File: src/rtl/chal_pkg.sv
// Shared constants, state encoding and LFSR step function for the
// challenge/response generator.
package chal_pkg;

  localparam int          W            = 64;
  localparam logic [63:0] LFSR_MASK    = 64'hD800_0000_0000_0000;
  localparam logic [63:0] DEFAULT_SEED = 64'h0000_0000_0000_0001;

  typedef enum logic [1:0] {
    IDLE = 2'd0,
    GEN  = 2'd1,
    SEND = 2'd2
  } state_t;

  // One right-shift Galois step, taps x^64+x^63+x^61+x^60+1.
  function automatic logic [63:0] lfsr_step(input logic [63:0] s);
    return (s >> 1) ^ (s[0] ? LFSR_MASK : 64'h0);
  endfunction

endpackage

File: src/rtl/chal_lfsr.sv
// 64-bit Galois LFSR used as the nonce source. Load restores the seed;
// enable advances one step. Exposes both the current and the next state.
module chal_lfsr
  import chal_pkg::*;
#(
  parameter logic [63:0] SEED = DEFAULT_SEED
) (
  input  logic        clk,
  input  logic        load,
  input  logic        en,
  output logic [63:0] state,
  output logic [63:0] next
);

  // An all-zero seed would lock the register; substitute 1.
  localparam logic [63:0] SEED_NZ = (SEED == 64'h0) ? 64'h1 : SEED;

  assign next = lfsr_step(state);

  // State register: load has priority over advance.
  always_ff @(posedge clk) begin
    if (load)    state <= SEED_NZ;
    else if (en) state <= next;
  end

endmodule

File: src/rtl/chal_resp_gen.sv
// Transmit-side challenge generator. On request with a valid key it steps
// the LFSR STEPS times, then offers nonce r_1 and masked c_2 = r_1 ^ k over
// a valid/ready handshake. Dropping done_i in GEN or SEND aborts.
// Optional: define CHAL_TIMEOUT_EN to abandon SEND after TIMEOUT cycles
// without ready_i, pulsing timeout_o.
module chal_resp_gen
  import chal_pkg::*;
#(
  parameter int          W         = chal_pkg::W,
  parameter logic [63:0] LFSR_SEED = DEFAULT_SEED,
  parameter int          STEPS     = 8,
  parameter int          CNT_W     = 16,
  parameter int          TIMEOUT   = 255
) (
  input  logic             clk,
  input  logic             rst,
  input  logic [W-1:0]     k_i,
  input  logic             done_i,
  input  logic             start_i,
  input  logic             ready_i,
  output logic [W-1:0]     r_1_o,
  output logic [W-1:0]     c_2_o,
  output logic             valid_o,
  output logic             busy_o,
  output logic [CNT_W-1:0] nonce_cnt_o
`ifdef CHAL_TIMEOUT_EN
  ,
  output logic             timeout_o
`endif
);

  localparam logic [7:0] STEP_INIT = 8'(STEPS - 1);

  state_t             state_q, state_d;
  logic [7:0]         step_q, step_d;
  logic [W-1:0]       k_q, k_d;
  logic [W-1:0]       r_1_d, c_2_d;
  logic               valid_d, busy_d;
  logic [CNT_W-1:0]   cnt_d;
  logic               lfsr_en;
  logic [63:0]        lfsr_cur, lfsr_nxt;

`ifdef CHAL_TIMEOUT_EN
  localparam int            WAIT_W    = $clog2(TIMEOUT + 1);
  localparam logic [WAIT_W-1:0] WAIT_LAST = WAIT_W'(TIMEOUT - 1);
  logic [WAIT_W-1:0] wait_q, wait_d;
  logic              timeout_d;
`endif

  // Reload the seed on reset, and also if the register ever reads zero
  // (e.g. after an upset) so the sequence cannot lock up.
  chal_lfsr #(.SEED(LFSR_SEED)) u_lfsr (
    .clk   (clk),
    .load  (rst || (lfsr_cur == 64'h0)),
    .en    (lfsr_en),
    .state (lfsr_cur),
    .next  (lfsr_nxt)
  );

  // FSM state register.
  always_ff @(posedge clk) begin
    if (rst) state_q <= IDLE;
    else     state_q <= state_d;
  end

  // Next-state and next-output logic. Priority in SEND: abort, transfer,
  // then timeout.
  always_comb begin
    state_d = state_q;
    step_d  = step_q;
    k_d     = k_q;
    r_1_d   = r_1_o;
    c_2_d   = c_2_o;
    valid_d = 1'b0;
    cnt_d   = nonce_cnt_o;
    lfsr_en = 1'b0;
`ifdef CHAL_TIMEOUT_EN
    wait_d    = wait_q;
    timeout_d = 1'b0;
`endif
    case (state_q)
      IDLE: begin
        if (start_i && done_i) begin
          k_d     = k_i;
          step_d  = STEP_INIT;
          state_d = GEN;
        end
      end
      GEN: begin
        lfsr_en = 1'b1;
        if (!done_i) begin
          state_d = IDLE;
        end else if (step_q == 8'd0) begin
          r_1_d   = lfsr_nxt;
          c_2_d   = lfsr_nxt ^ k_q;
          valid_d = 1'b1;
          state_d = SEND;
`ifdef CHAL_TIMEOUT_EN
          wait_d  = '0;
`endif
        end else begin
          step_d = step_q - 8'd1;
        end
      end
      SEND: begin
        valid_d = 1'b1;
        if (!done_i) begin
          valid_d = 1'b0;
          state_d = IDLE;
        end else if (ready_i) begin
          valid_d = 1'b0;
          cnt_d   = nonce_cnt_o + CNT_W'(1);
          state_d = IDLE;
        end
`ifdef CHAL_TIMEOUT_EN
        else if (wait_q == WAIT_LAST) begin
          valid_d   = 1'b0;
          timeout_d = 1'b1;
          state_d   = IDLE;
        end else begin
          wait_d = wait_q + WAIT_W'(1);
        end
`endif
      end
      default: state_d = IDLE;
    endcase
    busy_d = (state_d != IDLE);
  end

  // Datapath and output registers.
  always_ff @(posedge clk) begin
    if (rst) begin
      step_q      <= '0;
      k_q         <= '0;
      r_1_o       <= '0;
      c_2_o       <= '0;
      valid_o     <= 1'b0;
      busy_o      <= 1'b0;
      nonce_cnt_o <= '0;
    end else begin
      step_q      <= step_d;
      k_q         <= k_d;
      r_1_o       <= r_1_d;
      c_2_o       <= c_2_d;
      valid_o     <= valid_d;
      busy_o      <= busy_d;
      nonce_cnt_o <= cnt_d;
    end
  end

`ifdef CHAL_TIMEOUT_EN
  // SEND wait counter and one-cycle timeout pulse.
  always_ff @(posedge clk) begin
    if (rst) begin
      wait_q    <= '0;
      timeout_o <= 1'b0;
    end else begin
      wait_q    <= wait_d;
      timeout_o <= timeout_d;
    end
  end
`endif

endmodule
File: config.mk
export PLATFORM = sky130hd
export DESIGN_NAME = chal_resp_gen
export DESIGN_NICKNAME = d
export VERILOG_FILES = /design/src/rtl/chal_pkg.sv /design/src/rtl/chal_lfsr.sv /design/src/rtl/chal_resp_gen.sv
export SDC_FILE = /design/constraint.sdc
export NUM_CORES = 1
export LEC_CHECK = 0
export BUFFER_PORTS_ARGS = -buffer_cell sky130_fd_sc_hd__buf_2
export CAP_MARGIN = 20
export CORE_AREA = 4 4 141 143
export DETAILED_ROUTE_END_ITERATION = 7
export DIE_AREA = 0 0 145 147
export PLACE_DENSITY = 0.83
export SYNTH_ARGS = -nofsm -noshare
export SYNTH_HDL_FRONTEND = slang
export SYNTH_SLANG_ARGS = --single-unit
export TNS_END_PERCENT = 50
File: constraint.sdc
create_clock -name clk -period 2.79 [get_ports clk]
set_input_delay 0.279 -clock clk [delete_from_list [all_inputs] [get_ports clk]]
set_output_delay 0.279 -clock clk [all_outputs]
set_load 0.01 [all_outputs]
==> report_table.html <==
<table>
<tr><th>Metric</th><th>Value</th></tr>
<tr><th colspan="2">Die</th></tr>
<tr><td>Number of ports placed on the die boundary</td><td>215</td></tr>
<tr><td>Die Area</td><td>21300 um2</td></tr>
<tr><td>Die Ht</td><td>147 um</td></tr>
<tr><td>Initial core utilization</td><td>58.1%</td></tr>
<tr><td>Row Count</td><td>50</td></tr>
<tr><td>Area of the placeable core</td><td>~19000 um2</td></tr>
<tr><td>Die X-Extent</td><td>roughly 150 um</td></tr>
<tr><th colspan="2">Timing</th></tr>
<tr><td>Setup repair after global routing missed its margin</td><td>no</td></tr>
<tr><td>Final setup violating endpoints</td><td>0</td></tr>
<tr><td>Maximum operating frequency</td><td>435 MHz</td></tr>
<tr><td>Crit path setup slack, layout</td><td>493 ps</td></tr>
<tr><td>Final count of pins violating max slew</td><td>0</td></tr>
<tr><td>Final setup skew</td><td>13.3 ps</td></tr>
<tr><td>Final period demand of the worst path</td><td>2300 ps</td></tr>
<tr><td>Final period utilization</td><td>82.3%</td></tr>
<tr><td>Hold violation total from the final report</td><td>0</td></tr>
<tr><td>Final-layout setup total negative slack</td><td>0 ps</td></tr>
<tr><td>Headroom to the max-slew limit</td><td>45.6%</td></tr>
<tr><td>Slew at the pin with the worst max-slew slack</td><td>816 ps</td></tr>
<tr><th colspan="2">Yosys</th></tr>
<tr><td>Xor-xnor portion of the synthesized cell area</td><td>6.24%</td></tr>
<tr><td>Commonest register cell after synthesis</td><td>dfxtp_1</td></tr>
<tr><td>Synthesized flop and latch total</td><td>284</td></tr>
<tr><td>Per-instance average area after synthesis</td><td>around 9 um2</td></tr>
<tr><td>Simple-gate share of the synthesized area</td><td>18.3%</td></tr>
<tr><td>Synth top area share</td><td>between 50% and 60%</td></tr>
<tr><td>Part of the Yosys area used for sequential elements</td><td>52.6%</td></tr>
<tr><td>Mux contribution to synthesized area</td><td>just under 6%</td></tr>
<tr><td>Area fraction in compound gates after synthesis</td><td>12.7%</td></tr>
<tr><td>Share of synthesized cell area in full adder, half adder and majority cells</td><td>0.695%</td></tr>
<tr><td>Main area contributors after synthesis</td><td>dfxtp_1 (53%), nand2_1 (9.2%), a21oi_1 (6.4%)</td></tr>
<tr><td>Post-synthesis instance total</td><td>1227</td></tr>
<tr><td>Biggest area consumer among synthesized cells</td><td>dfxtp_1</td></tr>
<tr><td>Warnings, synthesis</td><td>0</td></tr>
<tr><td>Number of enable-type register cells in the synthesized netlist</td><td>0</td></tr>
<tr><td>Synthesized area</td><td>10800 um2</td></tr>
<tr><td>Post-synth cell types</td><td>38</td></tr>
<tr><td>Dominant combinational cell family by area after synthesis</td><td>simple AND/OR/NAND/NOR gates</td></tr>
<tr><td>Synthesized Nets</td><td>1302</td></tr>
<tr><td>Share of flip-flops with an asynchronous set or reset after synthesis</td><td>0%</td></tr>
<tr><th colspan="2">Routing</th></tr>
<tr><td>Pre-antenna DRT Iters</td><td>5</td></tr>
<tr><td>Final WL</td><td>roughly 29000 um</td></tr>
<tr><td>ANT nets after route</td><td>0</td></tr>
<tr><td>Number of remaining DRC errors</td><td>0</td></tr>
<tr><td>Post-DR wirelength/cell</td><td>16.7 um</td></tr>
<tr><td>Vias</td><td>between 9000 and 10000</td></tr>
<tr><td>Avg Vias per Cell</td><td>5.51</td></tr>
<tr><td>DRC violation total after the first TritonRoute iteration</td><td>667</td></tr>
<tr><th colspan="2">Finish</th></tr>
<tr><td>Multi-input gate area</td><td>~4700 um2</td></tr>
<tr><td>Storage cell area</td><td>5690 um2</td></tr>
<tr><td>Total of fill cells in the finished design</td><td>1283</td></tr>
<tr><td>Area growth from synthesis to layout</td><td>26.9%</td></tr>
<tr><td>Commonest non-fill, non-tap cell in the layout</td><td>dfxtp_1</td></tr>
<tr><td>Ratio of cells with drive above 1 in the final layout</td><td>19.0%</td></tr>
<tr><td>Post-layout instance count excluding filler cells</td><td>between 1500 and 2000</td></tr>
<tr><td>Total Nets Final</td><td>1538</td></tr>
<tr><td>Core utilization of the finished layout</td><td>73.8%</td></tr>
<tr><td>Top library cells by usage in the layout, fill and taps aside</td><td>dfxtp_1 (284), nand2_1 (264), buf_2 (213), nor2_1 (142), a21oi_1 (139)</td></tr>
<tr><td>Final antenna diode count</td><td>0</td></tr>
<tr><th colspan="2">Clock network</th></tr>
<tr><td>Maximum number of buffers from clock root to sink</td><td>3</td></tr>
<tr><td>Level count of the clock H-tree</td><td>1</td></tr>
<tr><td>Number of clock buffers inserted by TritonCTS</td><td>29</td></tr>
<tr><td>Clock transition at the registers of the reported paths</td><td>approximately 60 ps</td></tr>
<tr><td># Post-CTS Setup Buffers</td><td>0</td></tr>
<tr><td>Gates resized, CTS repair</td><td>0</td></tr>
<tr><td>Clock tree from TritonCTS</td><td>yes</td></tr>
<tr><td>Clock latency reported for the late side of the worst-skew pair</td><td>550 ps</td></tr>
<tr><td>Total clock sinks</td><td>284</td></tr>
<tr><td>Buffer type at the clock tree root</td><td>clkbuf_16</td></tr>
<tr><th colspan="2">Power and ir drop</th></tr>
<tr><td>Pwr/cell area</td><td>683 nW/um2</td></tr>
<tr><td>Leakage power of the design</td><td>between 5 and 6 nW</td></tr>
<tr><td>Internal power</td><td>0.00723 W</td></tr>
<tr><td>Switching power</td><td>0.00212 W</td></tr>
<tr><td>Worst-case vdd ir drop</td><td>0.000545 V</td></tr>
<tr><td>Fraction of power spent switching nets</td><td>a little under a quarter</td></tr>
<tr><td>Seq pwr share</td><td>45.6%</td></tr>
<tr><td>Power share of the combinational group</td><td>8.5%</td></tr>
<tr><td>Clk network pwr share</td><td>about 46%</td></tr>
<tr><th colspan="2">Worst setup path</th></tr>
<tr><td>Crit Path Max Fanout</td><td>43</td></tr>
<tr><td>Critical path cell sequence</td><td>or4_4 -&gt; nor4_4 -&gt; buf_4 -&gt; nor2_1 -&gt; a211oi_1</td></tr>
<tr><td>Data arrival time of the worst path</td><td>2730 ps</td></tr>
<tr><td>Category of cells accounting for the largest share of critical-path delay</td><td>simple AND/OR/NAND/NOR gates</td></tr>
<tr><td>CP endpoint kind</td><td>flip-flop</td></tr>
<tr><td>Buffers &amp; Inverters on Critical Path</td><td>1</td></tr>
<tr><td>Type of element launching the critical path</td><td>flip-flop</td></tr>
<tr><td>WP data required</td><td>about 3200 ps</td></tr>
<tr><td>Slowest library cell on the worst path</td><td>or4_4</td></tr>
<tr><td>Stage delay of the slowest cell on the critical path</td><td>590 ps</td></tr>
<tr><td>Critical path type</td><td>flip-flop to flip-flop</td></tr>
<tr><th colspan="2">Hold path</th></tr>
<tr><td>Worst hold path class</td><td>input pin to flip-flop</td></tr>
<tr><th colspan="2">GRT</th></tr>
<tr><td>GRT Resource Usage Total</td><td>26.3%</td></tr>
<tr><td>Initial antenna violation count</td><td>0</td></tr>
<tr><td>Wire length of the first global-routing pass</td><td>47400 um</td></tr>
<tr><td>Remaining Overflow, GRT</td><td>0</td></tr>
<tr><td>Vias in the first global route</td><td>9256</td></tr>
<tr><td>Largest net degree at the start of global routing</td><td>~140</td></tr>
<tr><th colspan="2">Placement</th></tr>
<tr><td>GP Congestion</td><td>just over 0.8</td></tr>
<tr><td>Pre-CTS worst setup slack</td><td>569 ps</td></tr>
<tr><td>Count of buffers inserted at the top-level ports</td><td>214</td></tr>
<tr><td>Post-detailed-placement half-perimeter wirelength</td><td>17800 um</td></tr>
<tr><td># placed instances</td><td>1604</td></tr>
<tr><th colspan="2">Run</th></tr>
<tr><td>Max-capacitance violation count</td><td>0</td></tr>
<tr><th colspan="2">Status</th></tr>
<tr><td>Outcome</td><td>finished, final reports clean</td></tr>
</table>
==> cells by family (layout without fill, tap and decap cells) <==
kind of cell | after synthesis | in the layout
xor gates and xnor gates | 77 | 77
buffers and inverters | 92 | 350
adders and majority gates | 6 | 6
and+or+nand+nor | 475 | 475
DFF | 284 | 284
muxes | 63 | 63
AOI/OAI and AO/OA | 230 | 230
==> final timing paths <==
path                                 from        end  slack (ps)  cells past startpoint
worst max-delay path            step_q[3]  c_2_o[10]         490                      5
worst min-delay path              k_i[62]    k_q[62]          30                      3
worst max register to register  step_q[3]  c_2_o[10]         490                      5
worst min register to register  c_2_o[60]  c_2_o[60]         450                      2
==> metrics by stage <==
step	power (W)	hold WS, ps	instance area, um2
after floorplan	0.00484	415	10800
after global routing	0.00969	17.4	13700
after global placement	0.00505	440	12000
after CTS	0.00941	5.70	13700
final	0.00936	26.0	13700
after detailed placement	0.00507	443	12000
==> worst min-delay path, delay by kind of cell <==
kind	cells	cell delay, ps
AO/OA/AOI/OAI	1	60
buffers and inverters	1	100
AND/OR/NAND/NOR	1	60
==> final cells by class <==
class,count,area share (%)
sequential,284,41.5
tap,234,2.14
clock inverter,13,1.83
clock buffer,40,6.03
timing repair buffer,290,13.7
inverter,7,0.192
multi-input combinational,851,34.6
==> per-layer routing <==
metal	wire (um)	vias up	GRT usage, %
met5	0	-	0
met2	14100	355	45.0
met3	1670	70	4.26
met1	12000	4412	33.9
met4	942	0	9.88
li1	-	4635	-
==> repair_timing <==
item | CTS | global route
endpoints found under the setup margin | 0 | 0
hold buffers | 62 | 0
endpoints found under the hold margin | 62 | 0
==> power groups by stage <==
stage	logic, W	clock network, W	registers [W]
finish	0.000798	0.00429	0.00427
global route	0.000878	0.00454	0.00428
CTS	0.000790	0.00435	0.00426
floorplan	0.000484	0	0.00435
global placement	0.000698	0	0.00435
detailed placement	0.000715	0	0.00435
==> synth_stat cells, types with 6 or more instances <==
master    count
dfxtp_1     284
nand2_1     264
nor2_1      142
a21oi_1     139
xnor2_1      72
a211oi_1     69
mux2i_1      63
clkbuf_1     57
nor4_1       21
buf_2        15
nand4_1      12
nand3_1       9
o21ai_0       8
buf_4         7
inv_1         7
or3_1         7
buf_1         6
ha_1          6
or4_1         6
==> flip-flops by register name (all words and copies together) (netlist names) <==
| register | flops |
|---|---|
| k_q | 64 |
| valid_o | 1 |
| step_q | 8 |
| state_q | 2 |
| r_1_o | 64 |
| nonce_cnt_o | 16 |
| c_2_o | 64 |
| busy_o | 1 |
| u_lfsr.state | 64 |
No activity file was read; power rests on OpenSTA's default activity.
